$ cat config.mk
export PLATFORM = sky130hd
export DESIGN_NAME = adc_muestreo
export DESIGN_NICKNAME = d
export VERILOG_FILES = /design/src/rtl/adc_pkg.sv /design/src/rtl/gen_tick_muestreo.sv /design/src/rtl/adc_muestreo.sv
export SDC_FILE = /design/constraint.sdc
export NUM_CORES = 1
export LEC_CHECK = 0
export ABC_AREA = 1
export ABC_CLOCK_PERIOD_IN_PS = 1800
export BUFFER_PORTS_ARGS = -buffer_cell sky130_fd_sc_hd__buf_2
export CORE_MARGIN = 2
export CORE_UTILIZATION = 52
export DETAILED_ROUTE_END_ITERATION = 12
export PLACE_DENSITY_LB_ADDON = 0.2
export SLEW_MARGIN = 5
export SYNTH_ARGS = -nofsm -noshare
export SYNTH_HDL_FRONTEND = slang
export SYNTH_SLANG_ARGS = --single-unit
$ cat constraint.sdc
create_clock -name clk -period 1.8 [get_ports clk]
set_clock_uncertainty 0.2 [all_clocks]
set_input_delay 0.09 -clock clk [delete_from_list [all_inputs] [get_ports clk]]
set_output_delay 0.09 -clock clk [all_outputs]
set_load 0.01 [all_outputs]
$ cat src/rtl/adc_pkg.sv
// adc_pkg: shared definitions for the ADC acquisition stage (state
// encoding, frame geometry and the offset-binary to two's-complement helper).
package adc_pkg;

    typedef enum logic [1:0] {
        ESPERA = 2'd0,
        CONV   = 2'd1,
        LISTO  = 2'd2
    } estado_t;

    localparam int FRAME_BITS = 16;  // SCLK rising edges per conversion frame
    localparam int LEAD_BITS  = 4;   // leading zeros sent by the ADC, ignored
    localparam int ADC_W      = 12;  // converter resolution

    // Offset-binary to two's complement: inverting the MSB recentres the code on zero.
    function automatic logic [ADC_W-1:0] a_complemento2(input logic [ADC_W-1:0] crudo);
        return {~crudo[ADC_W-1], crudo[ADC_W-2:0]};
    endfunction

endpackage

$ cat src/rtl/gen_tick_muestreo.sv
// gen_tick_muestreo: free-running sample-period counter 0..SAMPLE_DIV-1.
// tick_o is registered and high for exactly one cycle while the count sits at
// its terminal value.
module gen_tick_muestreo #(
    parameter int SAMPLE_DIV = 2268
) (
    input  logic clk,
    input  logic reset,
    output logic tick_o
);

    localparam int            CW = (SAMPLE_DIV > 1) ? $clog2(SAMPLE_DIV) : 1;
    localparam logic [CW-1:0] TC = CW'(SAMPLE_DIV - 1);

    logic [CW-1:0] cnt_q;
    logic [CW-1:0] cnt_d;
    logic          tick_q;

    // Next count: wrap to zero after the terminal value.
    always_comb begin
        cnt_d = cnt_q;
        if (cnt_q == TC) begin
            cnt_d = '0;
        end else begin
            cnt_d = cnt_q + CW'(1);
        end
    end

    // Counter state and registered terminal-count flag (aligned with cnt_q == TC).
    always_ff @(posedge clk or posedge reset) begin
        if (reset) begin
            cnt_q  <= '0;
            tick_q <= 1'b0;
        end else begin
            cnt_q  <= cnt_d;
            tick_q <= (cnt_d == TC);
        end
    end

    assign tick_o = tick_q;

endmodule

$ cat src/rtl/adc_muestreo.sv
// adc_muestreo: sample-rate tick, 16-clock serial read of a 12-bit ADC and
// conversion to a left-justified signed sample with a one-cycle datolisto strobe.
// Build option: define ADC_OVERRUN_EN to enable the sticky overrun flag
// (otherwise overrun is tied low and a tick during a conversion is simply ignored).
module adc_muestreo
    import adc_pkg::*;
#(
    parameter int CLK_DIV    = 2,
    parameter int SAMPLE_DIV = 2268,
    parameter int OUT_W      = 16
) (
    input  logic             clk,
    input  logic             reset,
    input  logic             sdata,
    output logic             cs_n,
    output logic             sclk,
    output logic [OUT_W-1:0] muestra,
    output logic             datolisto,
    output logic             overrun
);

    localparam int              HC_W      = (CLK_DIV > 1) ? $clog2(CLK_DIV) : 1;
    localparam logic [HC_W-1:0] HC_TC     = HC_W'(CLK_DIV - 1);
    localparam int              FL_W      = $clog2(FRAME_BITS + 1);
    localparam logic [FL_W-1:0] FL_ULTIMO = FL_W'(FRAME_BITS - 1);

    logic                  tick_s;
    estado_t               estado_q;
    logic [HC_W-1:0]       hc_q;        // SCLK half-period counter
    logic [FL_W-1:0]       flancos_q;   // SCLK rising edges seen in this frame
    logic [FRAME_BITS-1:0] shift_q;
    logic                  cs_n_q;
    logic                  sclk_q;
    logic [OUT_W-1:0]      muestra_q;
    logic                  datolisto_q;
    logic [FRAME_BITS-1:0] trama_s;     // frame including the bit sampled this cycle
    logic [OUT_W-1:0]      muestra_s;
    logic                  unused_bits_s;

    gen_tick_muestreo #(
        .SAMPLE_DIV (SAMPLE_DIV)
    ) u_tick (
        .clk    (clk),
        .reset  (reset),
        .tick_o (tick_s)
    );

    // Formatter: the last bit is taken straight from sdata so the sample can be
    // registered on the same edge as the 16th SCLK rise. Leading bits are not checked.
    always_comb begin
        trama_s   = {shift_q[FRAME_BITS-2:0], sdata};
        muestra_s = '0;
        muestra_s[OUT_W-1 -: ADC_W] = a_complemento2(trama_s[ADC_W-1:0]);
    end

    // The oldest shifted bit is always one of the discarded leading bits.
    assign unused_bits_s = shift_q[FRAME_BITS-1];

    // Conversion FSM with SCLK divider, shift register and registered outputs.
    always_ff @(posedge clk or posedge reset) begin
        if (reset) begin
            estado_q    <= ESPERA;
            hc_q        <= '0;
            flancos_q   <= '0;
            shift_q     <= '0;
            cs_n_q      <= 1'b1;
            sclk_q      <= 1'b1;
            muestra_q   <= '0;
            datolisto_q <= 1'b0;
        end else begin
            datolisto_q <= 1'b0;
            case (estado_q)
                ESPERA: begin
                    cs_n_q    <= 1'b1;
                    sclk_q    <= 1'b1;
                    hc_q      <= '0;
                    flancos_q <= '0;
                    if (tick_s) begin
                        estado_q <= CONV;
                        cs_n_q   <= 1'b0;
                    end
                end
                CONV: begin
                    if (hc_q == HC_TC) begin
                        hc_q   <= '0;
                        sclk_q <= ~sclk_q;
                        // sclk going 0->1: sample sdata (ADC changed it on the fall)
                        if (!sclk_q) begin
                            shift_q   <= trama_s;
                            flancos_q <= flancos_q + FL_W'(1);
                            if (flancos_q == FL_ULTIMO) begin
                                estado_q    <= LISTO;
                                cs_n_q      <= 1'b1;
                                muestra_q   <= muestra_s;
                                datolisto_q <= 1'b1;
                            end
                        end
                    end else begin
                        hc_q <= hc_q + HC_W'(1);
                    end
                end
                LISTO: begin
                    // strobe cycle; sample and strobe were loaded on entry
                    estado_q <= ESPERA;
                    cs_n_q   <= 1'b1;
                    sclk_q   <= 1'b1;
                end
                default: begin
                    estado_q <= ESPERA;
                    cs_n_q   <= 1'b1;
                    sclk_q   <= 1'b1;
                end
            endcase
        end
    end

    assign cs_n      = cs_n_q;
    assign sclk      = sclk_q;
    assign muestra   = muestra_q;
    assign datolisto = datolisto_q;

`ifdef ADC_OVERRUN_EN
    logic overrun_q;

    // Sticky overrun: a tick outside ESPERA means the sample period is too short.
    always_ff @(posedge clk or posedge reset) begin
        if (reset) begin
            overrun_q <= 1'b0;
        end else if (tick_s && (estado_q != ESPERA)) begin
            overrun_q <= 1'b1;
        end else begin
            overrun_q <= overrun_q;
        end
    end

    assign overrun = overrun_q;
`else
    assign overrun = 1'b0;
`endif

endmodule

==> results summary, run 1 <==
The via count of the first global-routing pass came out at 1534. The final count of hold timing violations came to 0. Of the synthesized area, sequential elements account for 0.544. In this run the critical register-to-register path is captured at muestra[4]. Before antenna repair, the detailed router went through 4 iterations. The top cell types in the final layout, fill and taps aside, are 45 x sky130_fd_sc_hd__dfrtp_1, 43 x sky130_fd_sc_hd__nand2_1, 33 x sky130_fd_sc_hd__inv_1, 23 x sky130_fd_sc_hd__nor2_1, 17 x sky130_fd_sc_hd__buf_2. The worst hold path class is input port to asynchronous set/reset pin. The multi-input logic area is 825 sq um. Of the post-synthesis cell area, the part taken by muxes is 0.0208. The static leakage came out at roughly 1.3 nW. The count of fill cells added during filler insertion is ~360. Summed over all nets, the half-perimeter wirelength after detailed placement is 2.83 mm.

During placement, the flow inserted port buffers numbering 17. In the routed layout, each cell is associated on average with a via count of approximately 4.8. The count of final max-slew check failures came out at 0.

The first global-routing pass estimated 6.68 mm of wire. Across the VDD grid, the largest voltage drop is 0.447 mV. The final count of negative-setup-slack endpoints came out at 12.

The total power is ~1.9 mW. At the end of routability-driven placement, the weighted congestion stood at 0.793. The cell area after synthesis is about 0.0022 sq mm. The detailed router placed between 1.5k and 2k vias in this run. The critical path endpoint category is a register. The count of warnings emitted by yosys came out at 0.

The simple-gate share of the synthesized area came out at 0.233. In this run the remaining antenna-violating nets after routing total 0. The remaining global-route overflow came out at 0. The pin count of the biggest net entering global routing is 27. The checks that failed: setup timing. The clock sink count is 47. The total detailed-routing wirelength is 3.80 mm. After detailed routing, the average wire length per cell comes to between 10 and 15 microns.

The register-to-register path setup slack came out at -0.11 ns. The share of the cycle needed by the critical path after routing came out at 1.06. The critical path class is register to register. The worst setup path is launched from a register. The initial utilization of the core area, before any placement, comes to 0.542.

In this run the vertical extent of the chip is approximately 70 microns. The number of cells produced by synthesis is 240. Of the total synthesized cell area, the portion taken by XOR and XNOR cells is 0.00751. The standard cell core area is about 0.004 sq mm. The floorplan step set the die width to a little under 70 microns.

The most common cell after layout, fill and taps aside is sky130_fd_sc_hd__dfrtp_1. Setup repair after global routing could not meet its margin everywhere. The level count of the clock H-tree came out at 2. The all-layer global routing usage came out at 0.194. The proportion of register bits with asynchronous set or reset after synthesis is 1.00.

The area of all sequential standard cells came out at 0.00118 sq mm. The area share of fa/ha/maj cells after synthesis came out at 0.0231. The overall die area came out at 0.00470 sq mm. The share of post-route cells with drive strength above 1 came out at 0.254.

The upper clock frequency limit came out at around 520 MHz. TritonCTS built the clock tree. The number of cells on the worst reg-to-reg path is 8. The number of antenna cells inserted is 0. By area, the combinational part of the netlist is dominated by simple AND/OR/NAND/NOR gates. The average cell area after synthesis came out at 9.03 sq um.

The clock period minus worst slack came out at around 1.9 ns. The register bit count reported by yosys came out at 47. The count of pins on the block boundary is 23. The initial detailed-routing violation count came out at a little over 90. The synthesized-area fraction occupied by ao, oa, aoi and oai cells came out at 0.0791.

The setup slack after placement came out at -0.129 ns. The flow ran to the end, but the final reports show violations. The number of standard-cell rows in the floorplan is 23. Dividing total power by cell area gives a power density of between 700 and 800 mW/mm^2. TritonCTS created 5 clock buffers.

The post-detailed-route DRC marker count came out at 0. In this run, distinct cell masters in the synthesized netlist total 33. For this run, the post-layout net count is between 200 and 300. The count of flip-flops with a built-in enable after synthesis is 0. The buffer depth of the longest clock path came out at 2. The most used flip-flop cell after synthesis is sky130_fd_sc_hd__dfrtp_1. The clock edge transition at the registers on the reported setup and hold paths came out at roughly 0.09 ns. The number of antenna violations at the first check in global routing is 0.

The post-layout worst setup margin came out at -0.109 ns. CTS placed an instance of sky130_fd_sc_hd__clkbuf_8 at the clock tree root. The clock latency of the later-clocked register in the worst-skew pair came out at 0.30 ns. The number of max-cap violations is 0. The maximum fanout encountered on the critical timing path came out at 7. Relative to the synthesized area, the layout overhead comes to 18.4%.

The endpoint arrival time on the critical path came out at between 1.5 and 2 ns. The required arrival time at the worst endpoint is about 1.8 ns. The startpoint identified for the worst register-to-register timing path is flancos_q[1].
==> cells in the mapped netlist, types with 3 or more instances <==
library cell	n	area (sq um)
sky130_fd_sc_hd__nand4_1	3	18.8
sky130_fd_sc_hd__a21oi_1	16	80.1
sky130_fd_sc_hd__o21ai_0	8	40.0
sky130_fd_sc_hd__nand2_2	7	43.8
sky130_fd_sc_hd__ha_1	4	50.1
sky130_fd_sc_hd__nor2_2	6	37.5
sky130_fd_sc_hd__nor2_1	24	90.1
sky130_fd_sc_hd__buf_4	6	45.0
sky130_fd_sc_hd__o21ai_1	3	15.0
sky130_fd_sc_hd__nor3_1	3	15.0
sky130_fd_sc_hd__inv_1	35	131
sky130_fd_sc_hd__nand2_1	44	165
sky130_fd_sc_hd__mux2_1	3	33.8
sky130_fd_sc_hd__dfrtp_1	45	1130
sky130_fd_sc_hd__nand3_1	10	50.1
==> sequential cells by signal, summed over array words and instances, names as in the netlist <==
name,count
flancos_q,5
sclk,1
cs_n,1
datolisto,1
hc_q,1
estado_q,2
muestra,12
u_tick.tick_o,1
u_tick.cnt_q,12
shift_q,11
==> where the power goes <==
group | switching [mW] | internal [mW] | leakage (nW)
combinational | 0.0277 | 0.00947 | 0.606
sequential | 0.000291 | 1.06 | 0.633
clock | 0.363 | 0.457 | 0.0618
total | 0.391 | 1.52 | 1.30
==> area by class of cell <==
cell class,instances,share of cell area
clock buffer,6,0.0322
clock inverter,2,0.0151
inverter,37,0.0541
multi-input combinational,151,0.321
sequential,47,0.460
tap,50,0.0244
timing repair buffer,33,0.0932
==> cell families (layout without fill, tap and decap cells) <==
logic type | after synthesis | count (layout)
xor gates and xnor gates | 1 | 1
muxes | 4 | 4
DFF | 47 | 47
adders and majority gates | 4 | 4
buffers and inverters | 46 | 78
other | 1 | 5
AOI/OAI and AO/OA | 32 | 32
and+or+nand+nor | 105 | 105
==> per-layer routing <==
layer | wire [microns] | track usage | up-vias
li1 | - | - | 814
met1 | 1750 | 0.248 | 731
met2 | 1890 | 0.322 | 17
met3 | 109 | 0.0536 | 4
met4 | 42 | 0.0600 | 0
met5 | 0 | 0 | -
==> metrics by stage <==
stage / area, sq um / utilization / hold slack, ns / cells / TNS (ns)
2_1_floorplan: 2190 / - / 0.0247 / 244 / -0.116
3_3_place_gp: 2390 / 0.598 / -0.0636 / 314 / -0.0634
3_5_place_dp: 2390 / 0.598 / -0.0631 / 314 / -0.944
4_1_cts: 2550 / 0.639 / 0.163 / 325 / -0.674
5_1_grt: 2560 / 0.641 / 0.223 / 326 / -1.98
6_report: 2560 / 0.641 / 0.170 / 326 / -0.686
==> how the worst max path moves through the flow <==
stage / slack (ns) / startpoint / cells after the start / end
final: -0.11 / flancos_q[1] / 8 / muestra[4]
after floorplan: -0.04 / flancos_q[0] / 8 / muestra[4]
after CTS: -0.11 / flancos_q[1] / 8 / muestra[4]
after global placement: -0.02 / flancos_q[0] / 8 / muestra[10]
after detailed placement: -0.13 / flancos_q[0] / 8 / muestra[4]
after global routing: -0.20 / flancos_q[1] / 8 / muestra[4]
==> timing repair <==
item	4_1_cts	5_1_grt
hold endpoints to repair	47	0
setup endpoints to repair	12	13
hold buffers	2	0
resized for setup	5	2
pin swaps	0	1
setup buffers	1	1
==> worst max-delay path: stages, from the launching register on <==
cell                      delay [ns]
sky130_fd_sc_hd__dfrtp_1        0.38
sky130_fd_sc_hd__ha_2           0.21
sky130_fd_sc_hd__nand2_2        0.07
sky130_fd_sc_hd__nor2_2         0.10
sky130_fd_sc_hd__ha_2           0.18
sky130_fd_sc_hd__nand2_2        0.07
sky130_fd_sc_hd__nor3_4         0.11
sky130_fd_sc_hd__buf_6          0.15
sky130_fd_sc_hd__mux2_1         0.32
No activity file was read; power rests on OpenSTA's default activity.
==> inputs of run 2 (changes only) <==
--- a/config.mk
+++ b/config.mk
@@ -8,7 +8,6 @@
 export ABC_AREA = 1
 export ABC_CLOCK_PERIOD_IN_PS = 1800
 export BUFFER_PORTS_ARGS = -buffer_cell sky130_fd_sc_hd__buf_2
-export CORE_MARGIN = 2
 export CORE_UTILIZATION = 52
 export DETAILED_ROUTE_END_ITERATION = 12
 export PLACE_DENSITY_LB_ADDON = 0.2
==> run 2 against run 1 <==
The flow still finishes with violations (setup timing); worst setup slack gained 0.046 ns; die area shrank 5.7%; worst hold slack worse by 0.021 ns; via count down 0.45%; clock power fell by 27%; core utilization shrank 1.3 points; register-to-register slack improved by 0.05 ns; sequential power about the same; maximum frequency up 2.5%; combinational power increased by 1%; final cell count decreased by 0.61%; power down 11%.
==> results summary, run 2 (synthesized netlist as in run 1, its figures left out) <==
The startpoint type of the worst setup path is a register (unchanged). The count of pins on the block boundary is 23 (unchanged). The average vias per placed instance came out at 4.81 (was 4.80).

The all-layer global routing usage came out at 0.193 (was 0.194). The clock latency of the later-clocked register in the worst-skew pair is 0.29 ns (was 0.30 ns). The cell area after layout is 0.00251 sq mm (was 0.00256 sq mm).

The endpoint arrival time on the critical path came out at 1.85 ns (was 1.89 ns). The number of nets in the layout is 281 (was 282). The count of buffers from port buffering came to 17 (unchanged).

The number of antenna violations at the first check in global routing is 0 (unchanged). The multi-input logic area came out at 832 sq um (was 825 sq um). The power per cell area is 674 mW/mm^2 (was 746 mW/mm^2). The area added between synthesis and finish came out at 16.0% (was 18.4%). The share of post-route cells with drive strength above 1 came to 0.255 (was 0.254). The CTS tree is done (unchanged).

The worst-path cell with the longest stage delay was sky130_fd_sc_hd__dfrtp_1 (unchanged). The number of placed cells counting well taps is 313 (was 314). The die height is 66.6 microns (was 68.6 microns). The stage delay of the slowest cell on the critical path is 0.36 ns (was 0.38 ns). The upper clock frequency limit is 537 MHz (was 524 MHz). The cell family contributing the most delay on the critical path was adder cells (unchanged). The count of final max-slew check failures is 0 (unchanged).

The count of fill cells added during filler insertion is 346 (was 355). The post-layout worst setup margin came out at -0.0633 ns (was -0.109 ns). The final antenna-violating net count came to 0 (unchanged). Setup repair after global routing missed its margin: yes (unchanged).

The initial core utilization is 0.542 (unchanged). The first-pass GRT wire length was 6.44 mm (was 6.68 mm). The total buffers and inverters traversed by the critical path is 1 (unchanged).

The buffer depth of the longest clock path is 2 (unchanged). The detailed placement HPWL is 2.67 mm (was 2.83 mm). The number of detailed-routing iterations run before antenna repair came to 4 (unchanged).

Failing checks: setup timing (unchanged). The overall die area came out at 0.00443 sq mm (was 0.00470 sq mm). The total detailed-routing wirelength is 3.67 mm (was 3.80 mm). The maximum fanout encountered on the critical timing path came out at 6 (was 7). The via count of the first global-routing pass is 1485 (was 1534). The pin count of the biggest net entering global routing came out at 29 (was 27). The number of antenna cells inserted came out at 0 (unchanged). The final count of hold timing violations came out at 0 (unchanged). The area after detailed placement is 0.00237 sq mm (was 0.00239 sq mm). Top library cells by usage in the layout, fill and taps aside: 45 x sky130_fd_sc_hd__dfrtp_1, 43 x sky130_fd_sc_hd__nand2_1, 33 x sky130_fd_sc_hd__inv_1, 23 x sky130_fd_sc_hd__nor2_1, 17 x sky130_fd_sc_hd__buf_2 (unchanged). The final count of negative-setup-slack endpoints came to 8 (was 12). The critical path class is register to register (unchanged). The most common cell after layout, fill and taps aside is sky130_fd_sc_hd__dfrtp_1 (unchanged). The via count came to 1559 (was 1566).

The final RePlAce weighted congestion came to 0.765 (was 0.793). Run status: finished with violations (unchanged). The clock edge transition at the registers on the reported setup and hold paths was 0.08 ns (was 0.09 ns). The level count of the clock H-tree was 2 (unchanged).

The number of max-cap violations came out at 0 (unchanged). The post-detailed-route DRC marker count came out at 0 (unchanged). The clock period minus worst slack came out at 1.86 ns (was 1.91 ns).

The master cell of the clock root buffer is sky130_fd_sc_hd__clkbuf_8 (unchanged). Cell breakdown of the critical path: ha_2 -> nand2_2 -> nor2_1 -> ha_2 -> nand2_2 -> nor3_4 -> buf_6 -> mux2_2 (was ha_2 -> nand2_2 -> nor2_2 -> ha_2 -> nand2_2 -> nor3_4 -> buf_6 -> mux2_1). The number of standard-cell rows in the floorplan came out at 23 (unchanged).

The average routed wire per standard cell came out at 11.3 microns (was 11.7 microns). The horizontal die dimension is 66.6 microns (was 68.6 microns). The final instance count without filler cells came to 324 (was 326). The clock sink count was 47 (unchanged). The standard cell core area came out at 0.00400 sq mm (unchanged).

The remaining global-route overflow was 0 (unchanged). The clock buffer count from CTS came out at 5 (unchanged). The area of all sequential standard cells is 0.00118 sq mm (unchanged). The critical path endpoint category is a register (unchanged).

The worst hold path class is input port to asynchronous set/reset pin (unchanged). The peak supply drop came out at 0.571 mV (was 0.447 mV). The share of the cycle needed by the critical path after routing is 1.04 (was 1.06). The static leakage came to 1.27 nW (was 1.30 nW). The required arrival time at the worst endpoint is 1.79 ns (about the same). The initial detailed-routing violation count is 87 (was 93).
## run 2: cell count changes in the layout (fill, tap and decap cells not counted), sizes merged
cell / before / now
clkinv: 1 / 3
buf: 31 / 30
bufinv: 1 / 0
clkbuf: 6 / 5
inv: 37 / 36
## run 2: worst reg2reg max path, stage by stage, from the launching register on
cell and delay, ns:
sky130_fd_sc_hd__dfrtp_1 0.36, sky130_fd_sc_hd__ha_2 0.19, sky130_fd_sc_hd__nand2_2 0.05, sky130_fd_sc_hd__nor2_1 0.10
sky130_fd_sc_hd__ha_2 0.18, sky130_fd_sc_hd__nand2_2 0.07, sky130_fd_sc_hd__nor3_4 0.12, sky130_fd_sc_hd__buf_6 0.15
sky130_fd_sc_hd__mux2_2 0.33
## run 2: path summary, 6_finish.rpt
kind                              start           to  slack (ns)  cells after the start
setup / recovery           flancos_q[0]  muestra[10]       -0.06                      8
hold reg to reg             shift_q[10]  muestra[15]        0.26                      1
hold / removal                    reset   muestra[5]        0.15                      3
max in group asynchronous         reset         sclk        0.69                      4
setup reg to reg           flancos_q[0]  muestra[10]       -0.06                      8
min in group clk            shift_q[10]  muestra[15]        0.26                      1
## run 2: metrics by stage
step	setup WS [ns]	power, mW	util	setup TNS [ns]	hold WS [ns]
6_report	-0.0633	1.70	0.628	-0.214	0.149
5_1_grt	-0.166	1.77	0.628	-1.67	0.196
4_1_cts	-0.0522	1.72	0.622	-0.199	0.154
3_5_place_dp	-0.0826	1.11	0.593	-0.622	-0.0732
3_3_place_gp	-0.0361	1.11	0.593	-0.0964	-0.0791
2_1_floorplan	-0.0388	1.11	-	-0.116	0.0247
## run 2: power by group
part           switching [mW]  internal [mW]  total [mW]
sequential           0.000333           1.06        1.06
combinational          0.0281        0.00948      0.0376
clock                   0.335          0.266       0.601
total                   0.364           1.33        1.70
## run 2: layout make-up
class / count / area share
sequential: 47 / 0.469
multi-input combinational: 151 / 0.331
timing repair buffer: 32 / 0.0871
inverter: 37 / 0.0553
clock buffer: 5 / 0.0274
tap: 50 / 0.0249
clock inverter: 2 / 0.00548
## run 2: repair_timing
item	CTS	global route
cloned	0	0
gates resized for setup	2	7
endpoints found under the hold margin	47	0
hold buffers	2	0
setup endpoints to repair	12	13
pin swaps	0	1
setup buffers	1	1
## run 2: routing by layer
layer	routed length (microns)	global-route usage	up-vias
met2	1700	0.302	25
li1	-	-	808
met4	57	0.0559	0
met3	111	0.0531	6
met1	1800	0.261	720
met5	0	0	-
==> inputs of run 3 (changes only) <==
--- a/config.mk
+++ b/config.mk
@@ -7,9 +7,9 @@
 export LEC_CHECK = 0
 export ABC_AREA = 1
 export ABC_CLOCK_PERIOD_IN_PS = 1800
-export BUFFER_PORTS_ARGS = -buffer_cell sky130_fd_sc_hd__buf_2
-export CORE_UTILIZATION = 52
+export CORE_UTILIZATION = 56
 export DETAILED_ROUTE_END_ITERATION = 12
+export DONT_BUFFER_PORTS = 1
 export PLACE_DENSITY_LB_ADDON = 0.2
 export SLEW_MARGIN = 5
 export SYNTH_ARGS = -nofsm -noshare
==> run 3 against run 2 <==
The run still ends with setup timing left; via count rose by 0.83%; non-clock buffer count shrank 12; sequential share of layout area up 0.45 points; combinational power decreased by 1%; sequential power is essentially flat; maximum frequency fell by 1.8%; final cell count down 4.3%; flip-flop and latch count is the same; clock-buffer cell count did not move; power rose by 0.41%; first-iteration DRC count up 5.7%; critical path type unchanged; highest routed layer unchanged.
==> results summary, run 3 (synthesized netlist as in run 1, its figures left out) <==
Run status: finished with violations (unchanged). Failing checks: setup timing (unchanged). The start point of the critical path was flancos_q[0] (unchanged). The capturing element of the worst setup path is muestra[8] (was muestra[10]). The average routed wire per standard cell came to 12.2 microns (was 11.3 microns). The number of nets in the layout came out at 269 (was 281).

The power per cell area is 683 mW/mm^2 (was 674 mW/mm^2). The count of final max-slew check failures is 0 (unchanged). The final antenna-violating net count is 0 (unchanged). The CTS tree is done (unchanged). The initial detailed-routing violation count came out at 92 (was 87).

The critical path class is register to register (unchanged). The count of pins on the block boundary came out at 23 (unchanged). The worst relative slew slack is 0.656. The clock sink count is 47 (unchanged). The worst-path cell with the longest stage delay is sky130_fd_sc_hd__dfrtp_1 (unchanged). The number of detailed-routing iterations run before antenna repair came out at 4 (unchanged). The share of post-route cells with drive strength above 1 came out at 0.225 (was 0.255). The all-layer global routing usage came out at 0.215 (was 0.193). The cell area after layout came out at 0.00249 sq mm (was 0.00251 sq mm).

The area after detailed placement came out at 0.00231 sq mm (was 0.00237 sq mm). The register-to-register path setup slack is -0.1 ns (was -0.06 ns). The worst hold path class is input port to asynchronous set/reset pin (unchanged). The most common cell after layout, fill and taps aside is sky130_fd_sc_hd__dfrtp_1 (unchanged).

The final RePlAce weighted congestion is 0.892 (was 0.765). The count of fill cells added during filler insertion came out at 300 (was 346). The number of antenna cells inserted is 0 (unchanged).

The average vias per placed instance came to 5.07 (was 4.81). The via count was 1572 (was 1559). The pin count of the biggest net entering global routing came to 36 (was 29).

The number of standard-cell rows in the floorplan came out at 22 (was 23). The initial core utilization is 0.588 (was 0.542). The cell family contributing the most delay on the critical path is adder cells (unchanged). The number of cells on the worst reg-to-reg path came to 8 (unchanged). The clock latency of the later-clocked register in the worst-skew pair is 0.30 ns (was 0.29 ns). The standard cell core area is 0.00369 sq mm (was 0.00400 sq mm). The peak supply drop came out at 0.393 mV (was 0.571 mV). Setup repair after global routing missed its margin: yes (unchanged). The static leakage came out at 1.22 nW (was 1.27 nW).

The upper clock frequency limit came out at 527 MHz (was 537 MHz). The die height is 64.2 microns (was 66.6 microns). The count of buffers from port buffering came out at 0 (was 17).

The horizontal die dimension was 64.2 microns (was 66.6 microns). The maximum fanout encountered on the critical timing path is 4 (was 6). The required arrival time at the worst endpoint is 1.78 ns (was 1.79 ns). The buffer depth of the longest clock path is 2 (unchanged).

The total buffers and inverters traversed by the critical path is 1 (unchanged). The startpoint of the most critical register-to-register path is flancos_q[0] (unchanged). The stage delay of the slowest cell on the critical path came to 0.37 ns (was 0.36 ns). The via count of the first global-routing pass is 1467 (was 1485). The final count of hold timing violations came to 0 (unchanged). The number of logic stages on the critical path including buffering is 8 (unchanged). The clock period minus worst slack is 1.90 ns (was 1.86 ns). The total detailed-routing wirelength was 3.79 mm (was 3.67 mm).

The total power came out at 1.70 mW (about the same). The transition time at the pin with the least slew margin is around 0.5 ns. The critical path endpoint category was a register (unchanged). Cell breakdown of the critical path: ha_2 -> nand2_2 -> nor2_2 -> ha_2 -> nand2_2 -> nor3_4 -> buf_6 -> mux2_4 (was ha_2 -> nand2_2 -> nor2_1 -> ha_2 -> nand2_2 -> nor3_4 -> buf_6 -> mux2_2). Top library cells by usage in the layout, fill and taps aside: 44 x sky130_fd_sc_hd__dfrtp_1, 43 x sky130_fd_sc_hd__nand2_1, 33 x sky130_fd_sc_hd__inv_1, 23 x sky130_fd_sc_hd__nor2_1, 16 x sky130_fd_sc_hd__a21oi_1 (was 45 x sky130_fd_sc_hd__dfrtp_1, 43 x sky130_fd_sc_hd__nand2_1, 33 x sky130_fd_sc_hd__inv_1, 23 x sky130_fd_sc_hd__nor2_1, 17 x sky130_fd_sc_hd__buf_2). The final count of negative-setup-slack endpoints came out at 12 (was 8).

The startpoint type of the worst setup path is a register (unchanged). The share of the cycle needed by the critical path after routing is 1.05 (was 1.04). The master cell of the clock root buffer is sky130_fd_sc_hd__clkbuf_8 (unchanged). The remaining global-route overflow is 0 (unchanged).

The number of max-cap violations is 0 (unchanged). The overall die area is 0.00412 sq mm (was 0.00443 sq mm). The clock edge transition at the registers on the reported setup and hold paths is 0.08 ns (about the same). The first-pass GRT wire length came out at 6.61 mm (was 6.44 mm). The post-layout worst setup margin was -0.0975 ns (was -0.0633 ns).

The number of antenna violations at the first check in global routing came out at 0 (unchanged). The clock buffer count from CTS was 5 (unchanged). The reg-to-reg critical path endpoint is muestra[8] (was muestra[10]). The post-detailed-route DRC marker count is 0 (unchanged). The endpoint arrival time on the critical path came out at 1.88 ns (was 1.85 ns). The level count of the clock H-tree is 2 (unchanged). The detailed placement HPWL came out at 2.71 mm (was 2.67 mm).

The area added between synthesis and finish is 15.0% (was 16.0%).
==> run 3: cell count changes in the layout (fill, tap and decap cells not counted), sizes merged <==
| cell | change |
|---|---|
| buf | -13 |
| dlygate4sd3 | +1 |
==> run 3: stage by stage <==
stage / setup TNS [ns] / std cells / util / hold slack [ns] / setup WS, ns
after floorplan: -0.116 / 244 / - / 0.0247 / -0.0388
after global placement: -0.185 / 296 / 0.627 / -0.266 / -0.0594
after detailed placement: -1.32 / 296 / 0.627 / -0.262 / -0.153
after CTS: -1.03 / 309 / 0.671 / 0.0718 / -0.134
after global routing: -1.67 / 310 / 0.676 / 0.0794 / -0.168
final: -0.585 / 310 / 0.676 / 0.0653 / -0.0975
==> run 3: final cells by class <==
type | count | area, sq um | area share
clock buffer | 5 | 68.8 | 0.0276
inverter | 37 | 139 | 0.0557
sequential | 47 | 1180 | 0.473
tap | 48 | 60.1 | 0.0241
timing repair buffer | 20 | 186 | 0.0748
multi-input combinational | 151 | 845 | 0.339
clock inverter | 2 | 13.8 | 0.00552
==> run 3: power by group <==
group,leakage (nW),internal (mW),total [mW],switching (mW)
Clock,0.0440,0.266,0.609,0.343
Combinational,0.540,0.00973,0.0372,0.0275
Sequential,0.632,1.06,1.06,0.000232
Total,1.22,1.33,1.70,0.371
==> run 3: worst min-delay path by stage <==
| stage | cells after the start | from | endpoint | slack [ns] |
|---|---|---|---|---|
| floorplan | 1 | sdata | muestra[4] | 0.02 |
| global placement | 1 | reset | flancos_q[2] | -0.27 |
| detailed placement | 1 | reset | flancos_q[2] | -0.26 |
| CTS | 3 | reset | flancos_q[3] | 0.07 |
| global route | 3 | reset | hc_q | 0.08 |
| finish | 3 | reset | hc_q | 0.07 |
==> run 3: what timing repair did <==
| item | 4_1_cts | 5_1_grt |
|---|---|---|
| setup endpoints to repair | 12 | 14 |
| pin swaps | 6 | 4 |
| cloned | 0 | 0 |
| buffers inserted | 3 | 1 |
| endpoints found under the hold margin | 49 | 0 |
| hold buffers | 3 | 0 |
| resized for setup | 9 | 4 |
==> run 3: worst reg2reg max path, stage by stage, from the launching register on <==
cell and delay (ns):
sky130_fd_sc_hd__dfrtp_1 0.37, sky130_fd_sc_hd__ha_2 0.20, sky130_fd_sc_hd__nand2_2 0.06, sky130_fd_sc_hd__nor2_2 0.09
sky130_fd_sc_hd__ha_2 0.19, sky130_fd_sc_hd__nand2_2 0.07, sky130_fd_sc_hd__nor3_4 0.16, sky130_fd_sc_hd__buf_6 0.16
sky130_fd_sc_hd__mux2_4 0.30
==> run 3: routing by layer <==
layer	global-route usage	vias up	part of all wire
li1	-	790	-
met1	0.284	743	0.45
met2	0.328	30	0.49
met3	0.0643	9	0.040
met4	0.0917	0	0.022
met5	0	-	0
